[src/rtl/boot_load_ctrl.sv]
// Start-up sequencer for the single-cycle core: holds the core in reset while a
// loader streams an image into dmem, then hands the dmem write port to the core.
module boot_load_ctrl #(
  parameter logic [31:0] BASE  = 32'h0000_0000,
  parameter int          WORDS = 64,
  parameter int          LEN_W = 7
) (
  input  logic             clk,
  input  logic             reset,
  input  logic             ld_start,
  input  logic [LEN_W-1:0] ld_len,
  input  logic             ld_run,
  input  logic             ld_valid,
  input  logic [31:0]      ld_data,
  output logic             ld_ready,
  input  logic             cpu_MemWrite,
  input  logic [31:0]      cpu_DataAdr,
  input  logic [31:0]      cpu_WriteData,
  output logic             mem_we,
  output logic [31:0]      mem_addr,
  output logic [31:0]      mem_wdata,
  output logic             cpu_reset,
  output logic             busy,
  output logic             done,
  output logic             err
);

  localparam logic [1:0] ST_HOLD    = 2'd0;
  localparam logic [1:0] ST_LOAD    = 2'd1;
  localparam logic [1:0] ST_RELEASE = 2'd2;
  localparam logic [1:0] ST_RUN     = 2'd3;

  localparam logic [LEN_W-1:0] WORDS_L = LEN_W'(WORDS);
  localparam logic [LEN_W-1:0] ONE_L   = LEN_W'(1);

  logic [1:0]       state_r;
  logic [LEN_W-1:0] idx_r;
  logic [LEN_W-1:0] len_r;
  logic             err_r;
  logic             done_r;

  logic             len_ok_s;
  logic             xfer_s;
  logic             last_s;

  // Request validation and transfer qualification.
  always_comb begin
    len_ok_s = (ld_len >= ONE_L) && (ld_len <= WORDS_L);
    xfer_s   = (state_r == ST_LOAD) && ld_valid;
    last_s   = (idx_r == (len_r - ONE_L));
  end

  // Sequencer state, word index, sampled length and status flags.
  always_ff @(posedge clk) begin
    if (reset) begin
      state_r <= ST_HOLD;
      idx_r   <= '0;
      len_r   <= '0;
      err_r   <= 1'b0;
      done_r  <= 1'b0;
    end else begin
      done_r <= 1'b0;
      case (state_r)
        ST_HOLD, ST_RUN: begin
          if (ld_start) begin
            if (len_ok_s) begin
              state_r <= ST_LOAD;
              len_r   <= ld_len;
              idx_r   <= '0;
              err_r   <= 1'b0;
            end else begin
              err_r <= 1'b1;
            end
          end else if (ld_run && (state_r == ST_HOLD)) begin
            state_r <= ST_RUN;
          end
        end
        ST_LOAD: begin
          if (xfer_s) begin
            idx_r <= idx_r + ONE_L;
            if (last_s) begin
              state_r <= ST_RELEASE;
              done_r  <= 1'b1;
            end
          end
        end
        ST_RELEASE: state_r <= ST_RUN;
        default:    state_r <= ST_HOLD;
      endcase
    end
  end

  // Memory port mux: loader owns it during LOAD, core only during RUN.
  always_comb begin
    mem_we    = 1'b0;
    mem_addr  = 32'h0000_0000;
    mem_wdata = 32'h0000_0000;
    case (state_r)
      ST_LOAD: begin
        if (xfer_s) begin
          mem_we    = 1'b1;
          mem_addr  = BASE + (32'(idx_r) << 2);
          mem_wdata = ld_data;
        end else begin
          mem_we = 1'b0;
        end
      end
      ST_RUN: begin
        mem_we    = cpu_MemWrite;
        mem_addr  = cpu_DataAdr;
        mem_wdata = cpu_WriteData;
      end
      default: begin
        mem_we = 1'b0;
      end
    endcase
  end

  assign cpu_reset = (state_r != ST_RUN);
  assign ld_ready  = (state_r == ST_LOAD);
  assign busy      = (state_r == ST_LOAD);
  assign done      = done_r;
  assign err       = err_r;

endmodule

[config.mk]
export PLATFORM = sky130hd
export DESIGN_NAME = boot_load_ctrl
export DESIGN_NICKNAME = d
export VERILOG_FILES = /design/src/rtl/boot_load_ctrl.sv
export SDC_FILE = /design/constraint.sdc
export NUM_CORES = 1
export LEC_CHECK = 0
export CORE_MARGIN = 2
export CORE_UTILIZATION = 29
export CTS_CLUSTER_DIAMETER = 30
export DETAILED_ROUTE_END_ITERATION = 16
export GPL_ROUTABILITY_DRIVEN = 1
export PLACE_DENSITY = 0.81
export SLEW_MARGIN = 5
export SYNTH_ARGS = -nofsm -noshare
export SYNTH_HDL_FRONTEND = slang
export SYNTH_SLANG_ARGS = --single-unit
[constraint.sdc]
create_clock -name clk -period 3.6 [get_ports clk]
set_input_delay 1.08 -clock clk [delete_from_list [all_inputs] [get_ports clk]]
set_output_delay 1.08 -clock clk [all_outputs]
set_load 0.05 [all_outputs]
==> metrics.md, run 1 <==
| Metric | Value |
|---|---|
| Status | completed |
| H-tree levels | 1 |
| Most common cell in the synthesized netlist | a22o_1 |
| Simple-gate share of the synthesized area | 0.2513 |
| Placement Cell Area | 4212 sq um |
| Crit start category | input port |
| Final non-filler cell total | about 450 |
| FF-to-FF End | state_r[0] |
| Clk_lat worst skew | roughly 260 ps |
| DR iter-0 viols | 86 |
| Compound-Gate Fraction of Synth Area | 0.3072 |
| Flop and latch count out of synthesis | 18 |
| Hpwl dp | 7891 um |
| CP Capture Type | primary output |
| Clock share of power | 0.088 |
| Nets@finish | approximately 500 |
| Yosys top cell area share | 0.2092 |
| Cell Area, Synth | 1723 sq um |
| Sequential area share after synthesis | 0.2092 |
| Die area | about 6600 sq um |
| Antenna-violating nets left | 0 |
| Commonest cells post-synth | 39 x a22o_1, 27 x and2_1, 18 x dfxtp_1, 17 x nor2_1, 13 x clkbuf_1 |
| Internal | about 1.0 mW |
| First drt pass iteration count | 4 |
| Share of layout cells above drive strength 1 | 0.2143 |
| Tightest Pin Transition | 596.3 ps |
| Unrepaired setup endpoints after global routing | false |
| Initial antenna violation count | 0 |
| Routed len/inst | roughly 21 um |
| Cells after DPL | 449 |
| Post CTS Setup Buffer Count | 0 |
| Comb pwr share | 0.777 |
| Rows | 28 |
| Largest net degree at the start of global routing | 37 |
| Yosys cell types | 43 |
| Highest clock rate | 0.2891 GHz |
| Syn avg cell area | 8.244 sq um |
| CTS buffer count | 3 |
| Setup violators final | 0 |
| Hold Vio Cnt, Final | 0 |
| Worst Hold Class | reg -> reg |
| Boundary Pins | roughly 180 |
| Vias in the first global route | about 2400 |
| EDFF count, synth | 0 |
| Worst R2R Start | len_r[0] |
| Final Cycle Share | 0.9609 |
| Die Span X | 81.08 um |
| TNS Setup | 0 ps |
| Via density | 5.137 |
| Minimum clock period | 3459 ps |
| Via count | 2327 |
| Synth Warn # | 0 |
| CP Class | in -> out |
| Root buffer cell | clkbuf_8 |
| Residual DRC | 0 |
| Cts repair resizes | 0 |
| Fin area | 4267 sq um |
| Final clock skew | 3.647 ps |
| Peak VDD IR | 0.2650 mV |
| Adder-cell area share of the yosys netlist | 0.04357 |
| Die Span Y | 81.08 um |
| CP required | approximately 2500 ps |
| Maximum clock path buffer count | 2 |
| Max Cap Viol | 0 |
| CTS sink cnt | 18 |
| GPL Wtd Cong | 0.8683 |
| R2r setup slk | 1090 ps |
| Sequential power share | 0.134 |
| Pwr Density | 445.0 nW/um^2 |
| CP arrival | 2380 ps |
| Largest family of logic cells by synthesized area | compound AO/OA/AOI/OAI gates |
| Ys flop type | dfxtp_1 |
| Switching pwr | 0.8955 mW |
| Synth Area in XOR/XNOR | 0.08424 |
| Final WL | around 9400 um |
| CTS tree | yes |
| Initial Util | 0.2963 |
| # port buffers | 178 |
| CP startpoint | ld_valid |
| N_diodes | 0 |
| Worst-path fanout max | 27 |
| Hold buffer count at CTS | 0 |
| First-pass GRT wire length | 13540 um |
| Multiplexer share of the synthesized area | 0.04139 |
| Total track usage | 0.2776 |
| Cells after Synth | 209 |
| Total grt overflow | 0 |
| Layout area overhead | 147.6% |
| Biggest area consumer among synthesized cells | dfxtp_1 |
| Synth top area cells | dfxtp_1 21%, a22o_1 20%, and2_1 9.8% |
| Sw Ratio | 0.4717 |
| Slew HR | 0.6012 |
| Core area | a little under 6000 sq um |
| Synth Net Count | 324 |
| R2R depth | 8 |
| Max Slew Vio Count | 0 |
| CTS clk-pin slew, worst paths | roughly 70 ps |
| Asr flop ratio synth | 0 |
| Capture point of the worst path | mem_wdata[20] |
| Static Leak | around 1.6 nW |
[power groups by stage]
stage / sequential (mW) / combinational [mW] / clock [mW]
global placement: 0.257 / 1.45 / 0
floorplan: 0.262 / 0.775 / 0
finish: 0.255 / 1.48 / 0.168
CTS: 0.255 / 1.48 / 0.171
global route: 0.258 / 1.53 / 0.181
detailed placement: 0.259 / 1.47 / 0
[worst min path at each step]
stage | start | to | depth (start not counted)
floorplan | len_r[5] | len_r[5] | 2
global placement | err | err | 2
detailed placement | err | err | 2
CTS | err | err | 2
global route | err | err | 2
finish | err | err | 2
[cell families (layout without fill, tap and decap cells)]
| family | Yosys count | after routing |
|---|---|---|
| xor+xnor | 15 | 15 |
| buf+inv | 25 | 194 |
| fa+ha+maj | 6 | 6 |
| flops | 18 | 18 |
| compound gates | 63 | 63 |
| simple gates | 75 | 75 |
| mux | 7 | 7 |
[per-stage QoR]
step	total power [mW]	setup slack, ps	hold WS, ps	utilization
2_1_floorplan	1.037	406.0	483.3	-
3_3_place_gp	1.704	145.0	445.8	0.7242
3_5_place_dp	1.729	138.7	456.9	0.7242
4_1_cts	1.903	150.8	467.4	0.7336
5_1_grt	1.974	92.04	506.5	0.7336
6_report	1.899	140.9	469.1	0.7336
[worst max-delay path, stage by stage]
cell and delay (ps):
clkdlybuf4s50_1 470, and2_1 190, buf_12 190, a22o_1 270
buf_12 170
[layout make-up]
| type | instances | area, sq um |
|---|---|---|
| fill | 448 | 1549 |
| clock buffer | 4 | 55.05 |
| inverter | 9 | 33.78 |
| sequential | 18 | 360.3 |
| tap | 75 | 93.84 |
| timing repair buffer | 181 | 2467 |
| multi-input combinational | 166 | 1256 |
[sequential cells by signal (all words and copies together), names as in the netlist]
register and cells:
err 1, done 1, idx_r 7, len_r 7, state_r 2
[cell usage in the layout (no fill, tap or decap), types with 3 or more instances in the layout]
master	count
dfxtp_1	18
nor3_1	5
clkdlybuf4s50_1	113
xnor2_1	12
inv_1	9
a22o_1	39
nor2_1	17
o21ai_0	3
buf_12	66
ha_1	5
clkbuf_8	4
a21oi_1	5
mux2i_1	6
nand3_1	3
and2_1	27
nand2_1	5
a21o_1	3
[layer usage]
metal | global-route usage | vias up | share of wire
li1 | - | 1111 | -
met1 | 0.3058 | 1113 | 0.38
met2 | 0.5430 | 94 | 0.54
met3 | 0.06111 | 9 | 0.070
met4 | 0.04915 | 0 | 0.012
met5 | 0 | - | 0
Note: power is estimated with default switching activity, not from simulation.
==> run 2, diff against run 1 <==
--- a/config.mk
+++ b/config.mk
@@ -5,6 +5,7 @@
 export SDC_FILE = /design/constraint.sdc
 export NUM_CORES = 1
 export LEC_CHECK = 0
+export CORE_ASPECT_RATIO = 1.5
 export CORE_MARGIN = 2
 export CORE_UTILIZATION = 29
 export CTS_CLUSTER_DIAMETER = 30
==> constraint.sdc (replaced) <==
create_clock -name clk -period 3.66 [get_ports clk]
set_input_delay 1.098 -clock clk [delete_from_list [all_inputs] [get_ports clk]]
set_output_delay 1.098 -clock clk [all_outputs]
set_load 0.05 [all_outputs]
==> metrics.md, run 2 (synthesis gave the netlist of run 1 again) <==
| Metric | Value |
|---|---|
| Status | completed (unchanged) |
| Final non-filler cell total | 451 (was 453) |
| Residual DRC | 0 (unchanged) |
| Largest net degree at the start of global routing | 38 (was 37) |
| Worst path max stage delay | 490 ps (was 470 ps) |
| CP Capture Type | primary output (unchanged) |
| Total grt overflow | 0 (unchanged) |
| Share of layout cells above drive strength 1 | 0.2164 (was 0.2143) |
| Tightest Pin Transition | 709.3 ps (was 596.3 ps) |
| Peak VDD IR | 0.3577 mV (was 0.2650 mV) |
| Post-route setup slack | 135.7 ps (was 140.9 ps) |
| Root buffer cell | clkbuf_8 (unchanged) |
| Pre-CTS setup slack | 156.0 ps (was 138.7 ps) |
| Final clock skew | 3.964 ps (was 3.647 ps) |
| Sw Ratio | 0.4749 (was 0.4717) |
| Initial antenna violation count | 0 (unchanged) |
| CP delay by family, top | buffers and inverters (unchanged) |
| Slew HR | 0.5211 (was 0.6012) |
| Hpwl dp | 7589 um (was 7891 um) |
| Boundary Pins | 179 (unchanged) |
| Vias in the first global route | 2471 (was 2387) |
| N_diodes | 0 (unchanged) |
| Crit start category | input port (unchanged) |
| GRT Max-Usage Layer | met2 (unchanged) |
| Clock share of power | 0.090 (was 0.088) |
| Final WL | 9491 um (was 9421 um) |
| CTS tree | yes (unchanged) |
| Worst-path fanout max | 37 (was 27) |
| Max Slew Vio Count | 0 (unchanged) |
| Unrepaired setup endpoints after global routing | false (unchanged) |
| Biggest regs | idx_r: 7 flops, len_r: 7 flops, state_r: 2 flops (unchanged) |
| Internal | 0.9874 mW (was 1.003 mW) |
| CP Class | in -> out (unchanged) |
| Sequential power share | 0.133 (was 0.134) |
| CP required | 2560 ps (was 2520 ps) |
| Fillers | 406 (was 448) |
| Die area | 6586 sq um (was 6574 sq um) |
| Maximum clock path buffer count | 2 (unchanged) |
| Routed len/inst | 21.04 um (was 20.80 um) |
| Antenna-violating nets left | 0 (unchanged) |
| Design Power | 1.880 mW (was 1.899 mW) |
| Placement Cell Area | 4215 sq um (was 4212 sq um) |
| Worst path buffer plus inverter count | 3 (unchanged) |
| Clk_lat worst skew | 260 ps (about the same) |
| First-pass GRT wire length | 14000 um (was 13540 um) |
| Minimum clock period | between 3000 and 4000 ps |
| Most common cell after layout, fill and taps aside | clkdlybuf4s50_1 (unchanged) |
| First drt pass iteration count | 4 (unchanged) |
| Total track usage | 0.2825 (was 0.2776) |
| M2 GR Usage | 0.4931 (was 0.5430) |
| # port buffers | 178 (unchanged) |
| Fin area | 4270 sq um (was 4267 sq um) |
| Met3 GRT Util | 0.07834 (was 0.06111) |
| CTS sink cnt | 18 (unchanged) |
| Post CTS Setup Buffer Count | 0 (unchanged) |
| CP cell instances | clkdlybuf4s50_1, and2_1, buf_12, a22o_1, buf_12 (unchanged) |
| CP arrival | 2430 ps (was 2380 ps) |
| WHS | 458.6 ps (was 469.1 ps) |
| Comb pwr share | 0.777 (about the same) |
| H-tree levels | 1 (unchanged) |
| CTS clk-pin slew, worst paths | 80 ps (was 70 ps) |
| Max Cap Viol | 0 (unchanged) |
| FF+latch area | 360.3 sq um (unchanged) |
| Met1 Use GR | 0.3343 (was 0.3058) |
| Critical path's slowest cell | clkdlybuf4s50_1 (unchanged) |
| Nets@finish | 495 (was 494) |
| Cell mode on critical path | buf_12 (unchanged) |
| Cts repair resizes | 0 (unchanged) |
| Die Span Y | 98.40 um (was 81.08 um) |
| Initial Util | 0.2978 (was 0.2963) |
| Worst Hold Class | reg -> reg (unchanged) |
| Highest clock rate | 0.2837 GHz |
| Via count | 2396 (was 2327) |
| Rows | 34 (was 28) |
| Hold Vio Cnt, Final | 0 (unchanged) |
| Cells after DPL | 447 (was 449) |
| TNS Setup | 0 ps (unchanged) |
| CTS buffer count | 3 (unchanged) |
| Final Cycle Share | 0.9629 |
| GPL Wtd Cong | 0.8562 (was 0.8683) |
| Most used cells in the layout excluding fill and tap cells | 113 x clkdlybuf4s50_1, 66 x buf_12, 39 x a22o_1 (unchanged) |
| Multi-input logic area | 1256 sq um (unchanged) |
| Layout area overhead | 147.9% (was 147.6%) |
| Switching pwr | 0.8929 mW (was 0.8955 mW) |
| Pwr Density | 440.3 nW/um^2 (was 445.0 nW/um^2) |
| Final Util | 0.7381 (was 0.7336) |
| Die Span X | 66.94 um (was 81.08 um) |
| Hold buffer count at CTS | 0 (unchanged) |
| Via density | 5.313 (was 5.137) |
| Setup violators final | 0 (unchanged) |
| Static Leak | 1.646 nW (was 1.641 nW) |
| Core area | 5786 sq um (was 5816 sq um) |
| DR iter-0 viols | 146 (was 86) |
==> run 2: changes by cell type in the layout (fill, tap and decap cells not counted), sizes merged <==
cell  before  now
buf       68   69
==> run 2: tightest hold or removal path: cells and delay by family (launching register included) <==
kind	cells	cell delay, ps
compound gates	1	50
buf+inv	1	50
flops	1	310
==> run 2: power by group through the flow <==
| stage | clock [mW] | sequential [mW] | combinational (mW) |
|---|---|---|---|
| floorplan | 0 | 0.258 | 0.762 |
| global placement | 0 | 0.254 | 1.43 |
| detailed placement | 0 | 0.254 | 1.45 |
| CTS | 0.168 | 0.250 | 1.46 |
| global route | 0.172 | 0.254 | 1.52 |
| finish | 0.169 | 0.250 | 1.46 |
==> run 2: final timing paths <==
path / from / endpoint / slack (ps) / cells after the start
hold / removal: err / err / 460 / 2
setup reg to reg: len_r[0] / state_r[0] / 1100 / 8
hold reg to reg: err / err / 460 / 2
setup / recovery: ld_valid / mem_wdata[6] / 140 / 5
==> run 2: final cells by class <==
class | count | share of cell area
Timing Repair Buffer | 182 | 0.5795
Multi-Input combinational cell | 166 | 0.2942
Sequential cell | 18 | 0.08438
Tap cell | 72 | 0.02110
Clock buffer | 4 | 0.01289
Inverter | 9 | 0.007911
==> run 2: per-layer routing <==
| metal | share of wire | wire (um) |
|---|---|---|
| met2 | 0.49 | 4659 |
| met1 | 0.37 | 3509 |
| met3 | 0.11 | 1082 |
| met5 | 0 | 0 |
| met4 | 0.025 | 240 |
==> run 3, diff against run 2 <==
--- a/config.mk
+++ b/config.mk
@@ -12,7 +12,7 @@
 export DETAILED_ROUTE_END_ITERATION = 16
 export GPL_ROUTABILITY_DRIVEN = 1
 export PLACE_DENSITY = 0.81
-export SLEW_MARGIN = 5
 export SYNTH_ARGS = -nofsm -noshare
 export SYNTH_HDL_FRONTEND = slang
 export SYNTH_SLANG_ARGS = --single-unit
+export TNS_END_PERCENT = 50
==> results of run 3 <==
No change in the layout: final DEF, timing and power equal those of run 2.
